File: config.mk
export PLATFORM = sky130hd
export DESIGN_NAME = rf_cmd_ctrl
export DESIGN_NICKNAME = d
export VERILOG_FILES = /design/src/rtl/rf_cmd_ctrl.sv
export SDC_FILE = /design/constraint.sdc
export NUM_CORES = 1
export LEC_CHECK = 0
export CAP_MARGIN = 20
export CORE_MARGIN = 1
export CORE_UTILIZATION = 54
export CTS_BUF_LIST = sky130_fd_sc_hd__clkbuf_2
export DETAILED_ROUTE_END_ITERATION = 6
export PLACE_DENSITY_LB_ADDON = 0.05
export SKIP_LAST_GASP = 1
export SLEW_MARGIN = 10
export SYNTH_ARGS = -nofsm -noshare
export SYNTH_HDL_FRONTEND = slang
export SYNTH_SLANG_ARGS = --single-unit
File: constraint.sdc
create_clock -name CLK -period 5.4 [get_ports CLK]
set_input_delay 1.62 -clock CLK [delete_from_list [all_inputs] [get_ports CLK]]
set_output_delay 1.62 -clock CLK [all_outputs]
set_load 0.01 [all_outputs]
File: src/rtl/rf_cmd_ctrl.sv
// Byte-frame command controller in front of the register file: decodes
// write (op, addr, data) and read (op, addr) frames and returns read data to the UART TX.
module rf_cmd_ctrl #(
  parameter int                    ADDR_WIDTH     = 4,
  parameter int                    DATA_WIDTH     = 8,
  parameter int                    TIMEOUT_CYCLES = 1024,
  parameter logic [DATA_WIDTH-1:0] WR_CMD         = 8'hAA,
  parameter logic [DATA_WIDTH-1:0] RD_CMD         = 8'hBB
) (
  input  logic                  CLK,
  input  logic                  RST,
  input  logic [DATA_WIDTH-1:0] RX_P_DATA,
  input  logic                  RX_D_VLD,
  output logic [ADDR_WIDTH-1:0] Address,
  output logic                  WrEn,
  output logic                  RdEn,
  output logic [DATA_WIDTH-1:0] WrData,
  input  logic [DATA_WIDTH-1:0] RdData,
  input  logic                  RdData_Valid,
  output logic [DATA_WIDTH-1:0] TX_P_DATA,
  output logic                  TX_D_VLD,
  input  logic                  TX_Ready,
  output logic                  Frame_Err,
  output logic                  Busy
);

  localparam int              CNT_W     = $clog2(TIMEOUT_CYCLES);
  localparam logic [CNT_W-1:0] CNT_LIMIT = CNT_W'(TIMEOUT_CYCLES - 1);
  // Read data may arrive in the first three RD_WAIT cycles; the error then
  // shows up on the fourth cycle after the RdEn pulse.
  localparam logic [1:0]      WAIT_LAST = 2'd2;

  typedef enum logic [2:0] {
    IDLE,
    WR_ADDR,
    WR_DATA,
    WR_EXEC,
    RD_ADDR,
    RD_EXEC,
    RD_WAIT,
    TX_SEND
  } state_t;

  state_t           state_q;
  state_t           state_nxt;
  logic             frame_err_nxt;
  logic [CNT_W-1:0] tmo_cnt;
  logic             tmo_hit;
  logic             tmo_run;
  logic [1:0]       wait_cnt;

  assign tmo_hit = (tmo_cnt == CNT_LIMIT);
  assign tmo_run = (state_q == WR_ADDR) || (state_q == WR_DATA) || (state_q == RD_ADDR);

  always_comb begin
    state_nxt     = state_q;
    frame_err_nxt = 1'b0;
    case (state_q)
      IDLE: begin
        if (RX_D_VLD) begin
          if (RX_P_DATA == WR_CMD) begin
            state_nxt = WR_ADDR;
          end else if (RX_P_DATA == RD_CMD) begin
            state_nxt = RD_ADDR;
          end
        end
      end
      WR_ADDR: begin
        if (RX_D_VLD) begin
          state_nxt = WR_DATA;
        end else if (tmo_hit) begin
          state_nxt     = IDLE;
          frame_err_nxt = 1'b1;
        end
      end
      WR_DATA: begin
        if (RX_D_VLD) begin
          state_nxt = WR_EXEC;
        end else if (tmo_hit) begin
          state_nxt     = IDLE;
          frame_err_nxt = 1'b1;
        end
      end
      WR_EXEC: state_nxt = IDLE;
      RD_ADDR: begin
        if (RX_D_VLD) begin
          state_nxt = RD_EXEC;
        end else if (tmo_hit) begin
          state_nxt     = IDLE;
          frame_err_nxt = 1'b1;
        end
      end
      RD_EXEC: state_nxt = RD_WAIT;
      RD_WAIT: begin
        if (RdData_Valid) begin
          state_nxt = TX_SEND;
        end else if (wait_cnt == WAIT_LAST) begin
          state_nxt     = IDLE;
          frame_err_nxt = 1'b1;
        end
      end
      TX_SEND: begin
        if (TX_Ready) begin
          state_nxt = IDLE;
        end
      end
      default: state_nxt = IDLE;
    endcase
  end

  // All outputs are registered from the next state so strobes line up with the state they belong to.
  always_ff @(posedge CLK) begin
    if (RST) begin
      state_q   <= IDLE;
      tmo_cnt   <= '0;
      wait_cnt  <= '0;
      Address   <= '0;
      WrData    <= '0;
      TX_P_DATA <= '0;
      WrEn      <= 1'b0;
      RdEn      <= 1'b0;
      TX_D_VLD  <= 1'b0;
      Frame_Err <= 1'b0;
      Busy      <= 1'b0;
    end else begin
      state_q <= state_nxt;

      if ((state_nxt != state_q) || RX_D_VLD) begin
        tmo_cnt <= '0;
      end else if (tmo_run) begin
        tmo_cnt <= tmo_cnt + CNT_W'(1);
      end

      if (state_q == RD_WAIT) begin
        wait_cnt <= wait_cnt + 2'd1;
      end else begin
        wait_cnt <= '0;
      end

      if (RX_D_VLD && ((state_q == WR_ADDR) || (state_q == RD_ADDR))) begin
        Address <= RX_P_DATA[ADDR_WIDTH-1:0];
      end
      if (RX_D_VLD && (state_q == WR_DATA)) begin
        WrData <= RX_P_DATA;
      end
      if ((state_q == RD_WAIT) && RdData_Valid) begin
        TX_P_DATA <= RdData;
      end

      WrEn      <= (state_nxt == WR_EXEC);
      RdEn      <= (state_nxt == RD_EXEC);
      TX_D_VLD  <= (state_nxt == TX_SEND);
      Frame_Err <= frame_err_nxt;
      Busy      <= (state_nxt != IDLE);
    end
  end

endmodule
==> metrics.cfg, run 1 <==
[run_status]
status=completed

[sta]
tns_ns=0
hold_violations=0
worstMarginPinSlew_ns=0.771
finalWorstSetupSlack_ns=2.06
finalCritPeriodShare_pct=61.8
fmax_mhz=299
min_period_ns=3.34
slew_viol_final=0
slew_headroom_pct=48.4
setup_viol=0
skew_ns=0.00455
rsz0062_at_grt=no

[logic_synthesis]
yosys.area_share.simple_pct=28.8
synthesis.area_sq_um=1830
synth_edf_count=0
synth-adder-area-share_pct=1.37
ys_ff_latch=40
ys_warn_count=0
ys.flop_type=dfxtp_1
synth-xor-area-share_pct=5.27
syn_nets=235
synthArstFlopShare_pct=0
synth_top_family_by_area=simple AND/OR/NAND/NOR gates
synth_compound_area_share_pct=9.23
syn_inst=212
synth_mux_area_share_pct=7.73
yosysSeqAreaShare_pct=43.8
post_synth.cell_area_avg_sq_um=8.63
synth_cell_types=43

[setup_path]
cp_num_buf_inv=1
r2r_slack_ns=3.06
critPathTopFamily=simple AND/OR/NAND/NOR gates
cp-end-kind=flop
critPathSlowestCell=clkdlybuf4s50_1
crit_cells=6
r2r_cells=5
r2r_start=state_q[1]
crit_fanout=7
worst-setup-path-type=in -> reg
cp-endpoint=RdEn
r2r-end=tmo_cnt[0]
startpoint=RX_D_VLD
crit_required_ns=5.71
cp_cell_sequence=clkdlybuf4s50_1 > nand4b_1 > or4_1 > and3b_1 > or3_4 > nor3b_1
crit_path_start_kind=input port
cp.arrival_ns=3.65
max_stage_delay_ns=0.58

[cts]
postCtsSetupBuffers=0
cts_buffers=5
clk_latency_ns=0.38
cts_max_level=2
root_buffer=clkbuf_2
cts_hold_buf=0
cts_sinks=40
cts.clk_slew.worst_paths_ns=0.17
cts_tree=done
cts_resized=0
clockBufferDepth=2

[place]
place_hpwl_mm=2.94
port_buffers=45
pre_cts_ws_ns=1.67
gp_congestion=0.810

[detailed_routing]
drt_iter0_markers=59
firstDrtPassIters=4
via_count=1636
route.detailed.drc=0
vias_per_cell=5.53
final_antenna_net_count=0
wl_per_cell_um=13.5
routed_wl_mm=4.00

[global_route]
grt.total_usage_pct=25.2
grt.overflow.total=0
grt_pass1_vias=1514
grt_pass1_wl_mm=6.72
antenna_found_initial=0
grt_max_degree=29

[power]
swShare_pct=26.7
vdd_ir_drop_max_v=0.000172
powerDensity_nw_per_um2=220
power_leakage_uw=0.000838
internal-power_uw=375
power.switching_uw=136
pwr-share-clk_pct=23.3
power.share.combinational_pct=15.7
seqPwrFrac_pct=61.0

[job]
maxCapViolCount=0

[finish]
n_antenna_cell=0
drive_above_1_share_pct=5.16
num-nets-final=275
syn_to_final_growth_pct=26.9

[die]
initial_core_util_pct=58.5
fp.dieH_um=60.2
die-area_sq_um=3620
core.rowCount=20
core_area_sq_um=3130
die_width_um=60.2
io_pins=46

[worst_hold_path]
holdCritPathClass=reg -> reg

-- state kept, by name, summed over array words and instances, names as in the netlist --
register / cells
tmo_cnt: 10
TX_P_DATA: 8
WrData: 8
Address: 4
state_q: 3
wait_cnt: 2
Busy: 1
Frame_Err: 1
RdEn: 1
TX_D_VLD: 1
WrEn: 1
-- worst min path at each step --
stage	from	end	slack, ns	cells past startpoint
after floorplan	wait_cnt[0]	wait_cnt[0]	0.40	1
after global placement	wait_cnt[0]	wait_cnt[0]	0.41	1
after detailed placement	wait_cnt[0]	wait_cnt[0]	0.42	1
after CTS	wait_cnt[0]	wait_cnt[0]	0.44	1
after global routing	wait_cnt[0]	wait_cnt[0]	0.47	1
final	wait_cnt[0]	wait_cnt[0]	0.44	1
-- metal layers --
layer	wire length (um)	vias to the layer above	track usage [%]
met5	0	-	0
met4	62	0	9.63
met3	238	10	7.79
li1	-	821	-
met2	1900	50	39.6
met1	1790	755	32.1
-- power by group through the flow --
stage / combinational, uW / sequential, uW / clock [uW]
finish: 80.2 / 312 / 119
global route: 88.7 / 313 / 135
CTS: 80.4 / 312 / 123
detailed placement: 80.1 / 318 / 0
global placement: 79.7 / 318 / 0
floorplan: 52.0 / 312 / 0
-- Yosys cell counts (2+ instances only) --
master | n | area share, %
buf_2 | 5 | 1.4
or3_1 | 3 | 1.0
and2_1 | 2 | 0.68
nor2b_1 | 3 | 1.0
inv_1 | 4 | 0.82
nand2b_1 | 2 | 0.68
nand3_1 | 6 | 1.6
nor3b_1 | 4 | 1.6
o221ai_1 | 2 | 0.96
o21ai_0 | 2 | 0.55
dfxtp_1 | 40 | 44
a21oi_1 | 13 | 3.6
clkbuf_1 | 8 | 1.6
ha_1 | 2 | 1.4
xor2_1 | 5 | 2.4
nand2_1 | 23 | 4.7
nor2_1 | 24 | 4.9
mux2i_1 | 13 | 7.1
and4_1 | 2 | 0.96
xnor2_1 | 6 | 2.9
o31ai_1 | 2 | 0.82
nand4_1 | 3 | 1.0
and3_1 | 3 | 1.0
nor3_1 | 15 | 4.1
nand4b_1 | 2 | 0.96
-- metrics by stage --
step,total power (uW),cell area [sq um],utilization (%),hold WS (ns),cells
2_1_floorplan,364,1830,-,0.399,212
3_3_place_gp,397,2290,73.1,0.412,289
3_5_place_dp,398,2290,73.1,0.423,289
4_1_cts,515,2320,74.2,0.444,296
5_1_grt,537,2320,74.2,0.471,296
6_report,511,2320,74.2,0.440,296
-- cell families after synthesis --
family | after synthesis
multiplexers | 14
buffers and inverters | 17
XOR/XNOR | 11
AND/OR/NAND/NOR | 101
adder cells (fa/ha/maj) | 2
AO/OA/AOI/OAI | 27
flip-flops | 40
-- cells in the final DEF, fill, tap and decap left out, drive strengths merged, types with 4 or more instances in the layout --
cell and count:
a21oi 13, clkbuf 6, clkdlybuf4s50 45, dfxtp 40, inv 4, mux2i 13, nand2 23, nand3 6
nor2 24, nor3 16, nor3b 5, or3 4, xnor2 6, xor2 5
-- final cells by class --
cell class / count / area [sq um]
Clock buffer: 6 / 30.0
Clock inverter: 1 / 5.00
Fill cell: 268 / 806
Inverter: 4 / 15.0
Multi-Input combinational cell: 155 / 958
Sequential cell: 40 / 801
Tap cell: 44 / 55.1
Timing Repair Buffer: 46 / 458
Note: power is estimated with default switching activity, not from simulation.
==> run 2: changes to the inputs <==
--- a/config.mk
+++ b/config.mk
@@ -7,7 +7,7 @@
 export LEC_CHECK = 0
 export CAP_MARGIN = 20
 export CORE_MARGIN = 1
-export CORE_UTILIZATION = 54
+export CORE_UTILIZATION = 45
 export CTS_BUF_LIST = sky130_fd_sc_hd__clkbuf_2
 export DETAILED_ROUTE_END_ITERATION = 6
 export PLACE_DENSITY_LB_ADDON = 0.05
==> constraint.sdc (replaced) <==
create_clock -name CLK -period 2.84 [get_ports CLK]
set_input_delay 0.852 -clock CLK [delete_from_list [all_inputs] [get_ports CLK]]
set_output_delay 0.852 -clock CLK [all_outputs]
set_load 0.01 [all_outputs]
==> run 2 against run 1 <==
Effect of this change:
- clock-buffer cell count fell by 1
- total power rose by 94%
- first-iteration DRC count rose by 150%
- die area rose by 19%
- critical path depth did not move
- clock skew rose by 0.0091 ns
- clock power rose by 88%
- register-to-register slack got worse by 2.3 ns
- sequential power rose by 87%
==> metrics.cfg, run 2 (same netlist as run 1, synthesis figures left out) <==
[global_route]
antenna_found_initial=0  ; unchanged
grt.total_usage_pct=21.9  ; -3.3 points
grt_pass1_wl_mm=7.14  ; +6.3%
grt.overflow.total=0  ; unchanged
grt_max_degree=19  ; -34%
grt_pass1_vias=1549  ; +2.3%

[power]
power.share.combinational_pct=18.5  ; +2.8 points
powerDensity_nw_per_um2=406  ; +84%
seqPwrFrac_pct=58.9  ; -2.1 points
power.switching_uw=270  ; +98%
vdd_ir_drop_max_v=0.000265  ; +54%
power_leakage_uw=0.000912  ; +8.8%
pwr-share-clk_pct=22.6  ; -0.7 points
swShare_pct=27.2  ; +0.55 points
internal-power_uw=722  ; +93%

[detailed_routing]
wl_per_cell_um=12.7  ; -5.7%
routed_wl_mm=4.02  ; +0.65%
vias_per_cell=5.31  ; -3.9%
final_antenna_net_count=0  ; unchanged
dr_wl_met3_um=254  ; +6.7%
firstDrtPassIters=5  ; +1
routed.top_layer=met4
dr_wl_met2_mm=1.82  ; -4.1%
via_count=1678  ; +2.6%
drt-met1-wl_mm=1.88  ; +5.0%
drt_iter0_markers=146  ; +150%
route.detailed.drc=0  ; unchanged

[sta]
setup_viol=0  ; unchanged
finalCritPeriodShare_pct=84.9
tns_ns=0  ; unchanged
fmax_mhz=415
rsz0062_at_grt=no
skew_ns=0.0136  ; +0.00907 ns
worstMarginPinSlew_ns=0.511  ; -0.259 ns
slew_viol_final=0  ; unchanged
min_period_ns=2.41
holdWs_ns=0.439  ; -0.000951 ns
hold_violations=0  ; unchanged
slew_headroom_pct=65.8  ; +17 points

[cts]
cts_tree=done
clockBufferDepth=2  ; unchanged
postCtsSetupBuffers=0  ; unchanged
cts_sinks=40  ; unchanged
cts_max_level=2  ; unchanged
root_buffer=clkbuf_2
cts_buffers=5  ; unchanged
cts.clk_slew.worst_paths_ns=0.18  ; about the same
clk_latency_ns=0.38  ; about the same
cts_resized=0  ; unchanged
cts_hold_buf=0  ; unchanged

[finish]
largest_reg_flops=10  ; unchanged
drive_above_1_share_pct=10.1  ; +4.9 points
num-nets-final=291  ; +5.8%
syn_to_final_growth_pct=33.7
top_register=tmo_cnt
n_antenna_cell=0  ; unchanged
fin_area_sq_um=2440  ; +5.3%
top_regs=tmo_cnt x10, TX_P_DATA x8, WrData x8
final_cell_mix=clkdlybuf4s50_1 (45), dfxtp_1 (40), nor2_1 (24), nand2_1 (23), buf_4 (17)
final_common_cell=clkdlybuf4s50_1

[setup_path]
crit_fanout=4  ; -3
cp.arrival_ns=2.73  ; -0.92 ns
crit_required_ns=3.16  ; -2.55 ns
crit_path_start_kind=input port
cp-end-kind=flop
worst-setup-path-type=in -> reg

[die]
die-area_sq_um=4320  ; +19%
core.rowCount=22  ; +10%
core_area_sq_um=3770  ; +21%
io_pins=46  ; unchanged
fp.dieH_um=65.8  ; +9.2%
die_width_um=65.8  ; +9.2%
initial_core_util_pct=48.5  ; -10 points

[place]
place_area_sq_um=2410  ; +5.5%
gp_congestion=0.824  ; +1.8%
port_buffers=45  ; unchanged
place_hpwl_mm=2.95  ; +0.35%

[run_status]
status=completed

[job]
maxCapViolCount=0  ; unchanged

[worst_hold_path]
holdCritPathClass=reg -> reg

-- run 2: cell type report --
class / instances / area (sq um)
multi-input combinational: 155 / 958
clock inverter: 2 / 7.51
inverter: 4 / 15.0
clock buffer: 5 / 25.0
fill: 354 / 1330
tap: 48 / 60.1
timing repair buffer: 62 / 578
sequential: 40 / 801
-- run 2: routing by layer --
layer / vias to the layer above / GRT usage, %
li1: 852 / -
met1: 767 / 29.5
met2: 53 / 32.5
met3: 6 / 6.08
met4: 0 / 8.70
met5: - / 0
-- run 2: power by group through the flow --
stage | Sequential [uW] | Clock, uW | Combinational (uW)
finish | 584 | 224 | 184
global route | 586 | 265 | 204
CTS | 584 | 237 | 184
detailed placement | 595 | 0 | 183
global placement | 595 | 0 | 184
floorplan | 594 | 0 | 98.9
-- run 2: through the flow --
stage	setup slack (ns)	total power, uW	instances	utilization, %
final	0.428	992	316	64.8
after floorplan	0.569	693	212	-
after CTS	0.446	1000	316	64.8
after detailed placement	0.0119	778	309	64.0
after global routing	0.344	1050	316	64.8
after global placement	0.0295	778	309	64.0
-- run 2: critical path, stage by stage --
cell and delay [ns]:
clkdlybuf4s50_1 0.41, nand4b_1 0.21, or4_1 0.52, and3b_1 0.21
or3_4 0.35, nor3b_1 0.19
-- run 2: path summary, 6_finish.rpt --
path,cells after the start,endpoint,from,slack [ns]
min reg2reg,1,wait_cnt[0],wait_cnt[0],0.44
max,6,WrEn,RX_P_DATA[6],0.43
max reg2reg,7,WrEn,state_q[2],0.72
min,1,wait_cnt[0],wait_cnt[0],0.44
==> run 3: changes to the inputs <==
--- a/config.mk
+++ b/config.mk
@@ -7,7 +7,7 @@
 export LEC_CHECK = 0
 export CAP_MARGIN = 20
 export CORE_MARGIN = 1
-export CORE_UTILIZATION = 45
+export CORE_UTILIZATION = 50
 export CTS_BUF_LIST = sky130_fd_sc_hd__clkbuf_2
 export DETAILED_ROUTE_END_ITERATION = 6
 export PLACE_DENSITY_LB_ADDON = 0.05
==> constraint.sdc (replaced) <==
create_clock -name CLK -period 2.4 [get_ports CLK]
set_input_delay 0.72 -clock CLK [delete_from_list [all_inputs] [get_ports CLK]]
set_output_delay 0.72 -clock CLK [all_outputs]
set_load 0.01 [all_outputs]
==> run 3 against run 2 <==
Effect of this change:
- clock power is 74% higher
- final cell count grew 1.6%
- sequential power is 18% higher
- clock-buffer cell count is 1 higher
- design area rose by 3.3%
- utilization grew 9.1 points
- sequential cell count unchanged
- largest power group unchanged
- critical path depth did not move
- first-iteration DRC count fell by 32%
- sequential share of layout area shrank 1.0 points
- critical endpoint unchanged
==> metrics.cfg, run 3 (same netlist as run 1, synthesis figures left out) <==
[cts]
cts_sinks=40  ; unchanged
postCtsSetupBuffers=0  ; unchanged
root_buffer=clkbuf_2
cts_max_level=2  ; unchanged
clockBufferDepth=2  ; unchanged
cts_buffers=5  ; unchanged
cts_tree=done
clk_latency_ns=0.39  ; about the same
cts.clk_slew.worst_paths_ns=0.19  ; about the same

[sta]
setup_viol=0  ; unchanged
slew_headroom_pct=66.2  ; +0.34 points
min_period_ns=2.32
finalCritPeriodShare_pct=96.6
slew_viol_final=0  ; unchanged
holdWs_ns=0.433  ; -0.00600 ns
worstMarginPinSlew_ns=0.506  ; -0.00504 ns
rsz0062_at_grt=no
finalWorstSetupSlack_ns=0.0808  ; -0.347 ns
hold_violations=0  ; unchanged
skew_ns=0.0144  ; +0.000754 ns
fmax_mhz=431

[finish]
top_regs=tmo_cnt x10, TX_P_DATA x8, WrData x8
syn_to_final_growth_pct=38.0
largest_reg_flops=10  ; unchanged
postLayoutCoreUtil_pct=73.9  ; +9.1 points
drive_above_1_share_pct=13.5  ; +3.4 points
n_fill_cell=262  ; -26%
final_cell_mix=clkdlybuf4s50_1 (45), dfxtp_1 (40), nor2_1 (24), nand2_1 (23), buf_4 (23)
fin_area_sq_um=2520  ; +3.3%
top_register=tmo_cnt
num-nets-final=297  ; +2.1%
final_common_cell=clkdlybuf4s50_1
n_antenna_cell=0  ; unchanged

[die]
initial_core_util_pct=53.6  ; +5.0 points
core.rowCount=21  ; -4.5%
die_width_um=62.5  ; -5.0%
fp.dieH_um=62.5  ; -5.0%
io_pins=46  ; unchanged
die-area_sq_um=3900  ; -9.7%
core_area_sq_um=3420  ; -9.4%

[place]
place_area_sq_um=2450  ; +1.8%
place_hpwl_mm=3.09  ; +4.8%
port_buffers=45  ; unchanged
pre_cts_ws_ns=-0.305  ; -0.317 ns
gp_congestion=0.949  ; +15%

[global_route]
antenna_found_initial=0  ; unchanged
grt_pass1_wl_mm=7.14  ; unchanged
grt_pass1_vias=1601  ; +3.4%
grtUsageMet1_pct=30.8  ; +1.3 points
grt_max_degree=27  ; +8
grt_busiest_layer=met2
use_met2_pct=37.2  ; +4.7 points
grt.overflow.total=0  ; unchanged
grt.total_usage_pct=22.8  ; +0.98 points
grt_use_met3_pct=3.28  ; -2.8 points

[power]
power_leakage_uw=0.000962  ; +5.4%
p_total_uw=1310  ; +32%
vdd_ir_drop_max_v=0.000463  ; +75%
powerDensity_nw_per_um2=519  ; +28%

[job]
maxCapViolCount=0  ; unchanged

[setup_path]
crit_required_ns=2.73  ; -0.43 ns
crit_fanout=4  ; unchanged
crit_path_start_kind=input port
cp-end-kind=flop
worst-setup-path-type=in -> reg
cp.arrival_ns=2.65  ; -0.08 ns
r2r_start=state_q[0]
startpoint=RX_P_DATA[6]

[detailed_routing]
route.detailed.drc=0  ; unchanged
vias_per_cell=5.28  ; -0.56%
drt_iter0_markers=100  ; -32%
via_count=1695  ; +1.0%
final_antenna_net_count=0  ; unchanged
routed_wl_mm=4.16  ; +3.3%
firstDrtPassIters=4  ; -1
wl_per_cell_um=12.9  ; +1.7%

[run_status]
status=completed

[worst_hold_path]
holdCritPathClass=reg -> reg
min-delay-start=wait_cnt[0]

==> run 3: path summary, 6_finish.rpt <==
kind,to,cells after the start,slack [ns]
worst min register to register,wait_cnt[0],1,0.43
worst min-delay path,wait_cnt[0],1,0.43
worst max register to register,WrEn,6,0.28
worst max-delay path,WrEn,6,0.08
==> run 3: report_power, final <==
| part | internal (uW) | total [uW] | switching (uW) | leakage, uW |
|---|---|---|---|---|
| registers | 679 | 692 | 13.0 | 0.000322 |
| logic | 123 | 227 | 104 | 0.000596 |
| clock network | 179 | 390 | 211 | 0.0000430 |
==> run 3: worst max-delay path: stages <==
cell	delay, ns
clkdlybuf4s50_1	0.42
nand4b_1	0.20
or4_1	0.51
and3b_1	0.22
or3_4	0.36
nor3b_1	0.22
==> run 3: final cells by class <==
| type | count | area, sq um | share of cell area, % |
|---|---|---|---|
| repair buffers | 68 | 623 | 24.7 |
| flip-flops and latches | 40 | 801 | 31.7 |
| clock buffers | 6 | 30.0 | 1.19 |
| multi-input cells | 155 | 963 | 38.2 |
| inverters | 4 | 15.0 | 0.595 |
| well taps | 46 | 57.6 | 2.28 |
| clock inverters | 2 | 35.0 | 1.39 |
==> run 3: stage by stage <==
step / instances / TNS (ns)
after floorplan: 212 / 0
after global placement: 313 / -3.03
after detailed placement: 313 / -3.38
after CTS: 321 / 0
after global routing: 321 / 0
final: 321 / 0
==> run 3: timing repair <==
item	in CTS	in global routing
resized for setup	0	1
hold buffers	0	0
setup endpoints to repair	0	1
==> run 3: per-layer routing <==
metal | vias up | routed length, um
li1 | 863 | -
met1 | 774 | 2020
met2 | 50 | 1900
met3 | 8 | 182
met4 | 0 | 61
met5 | - | 0
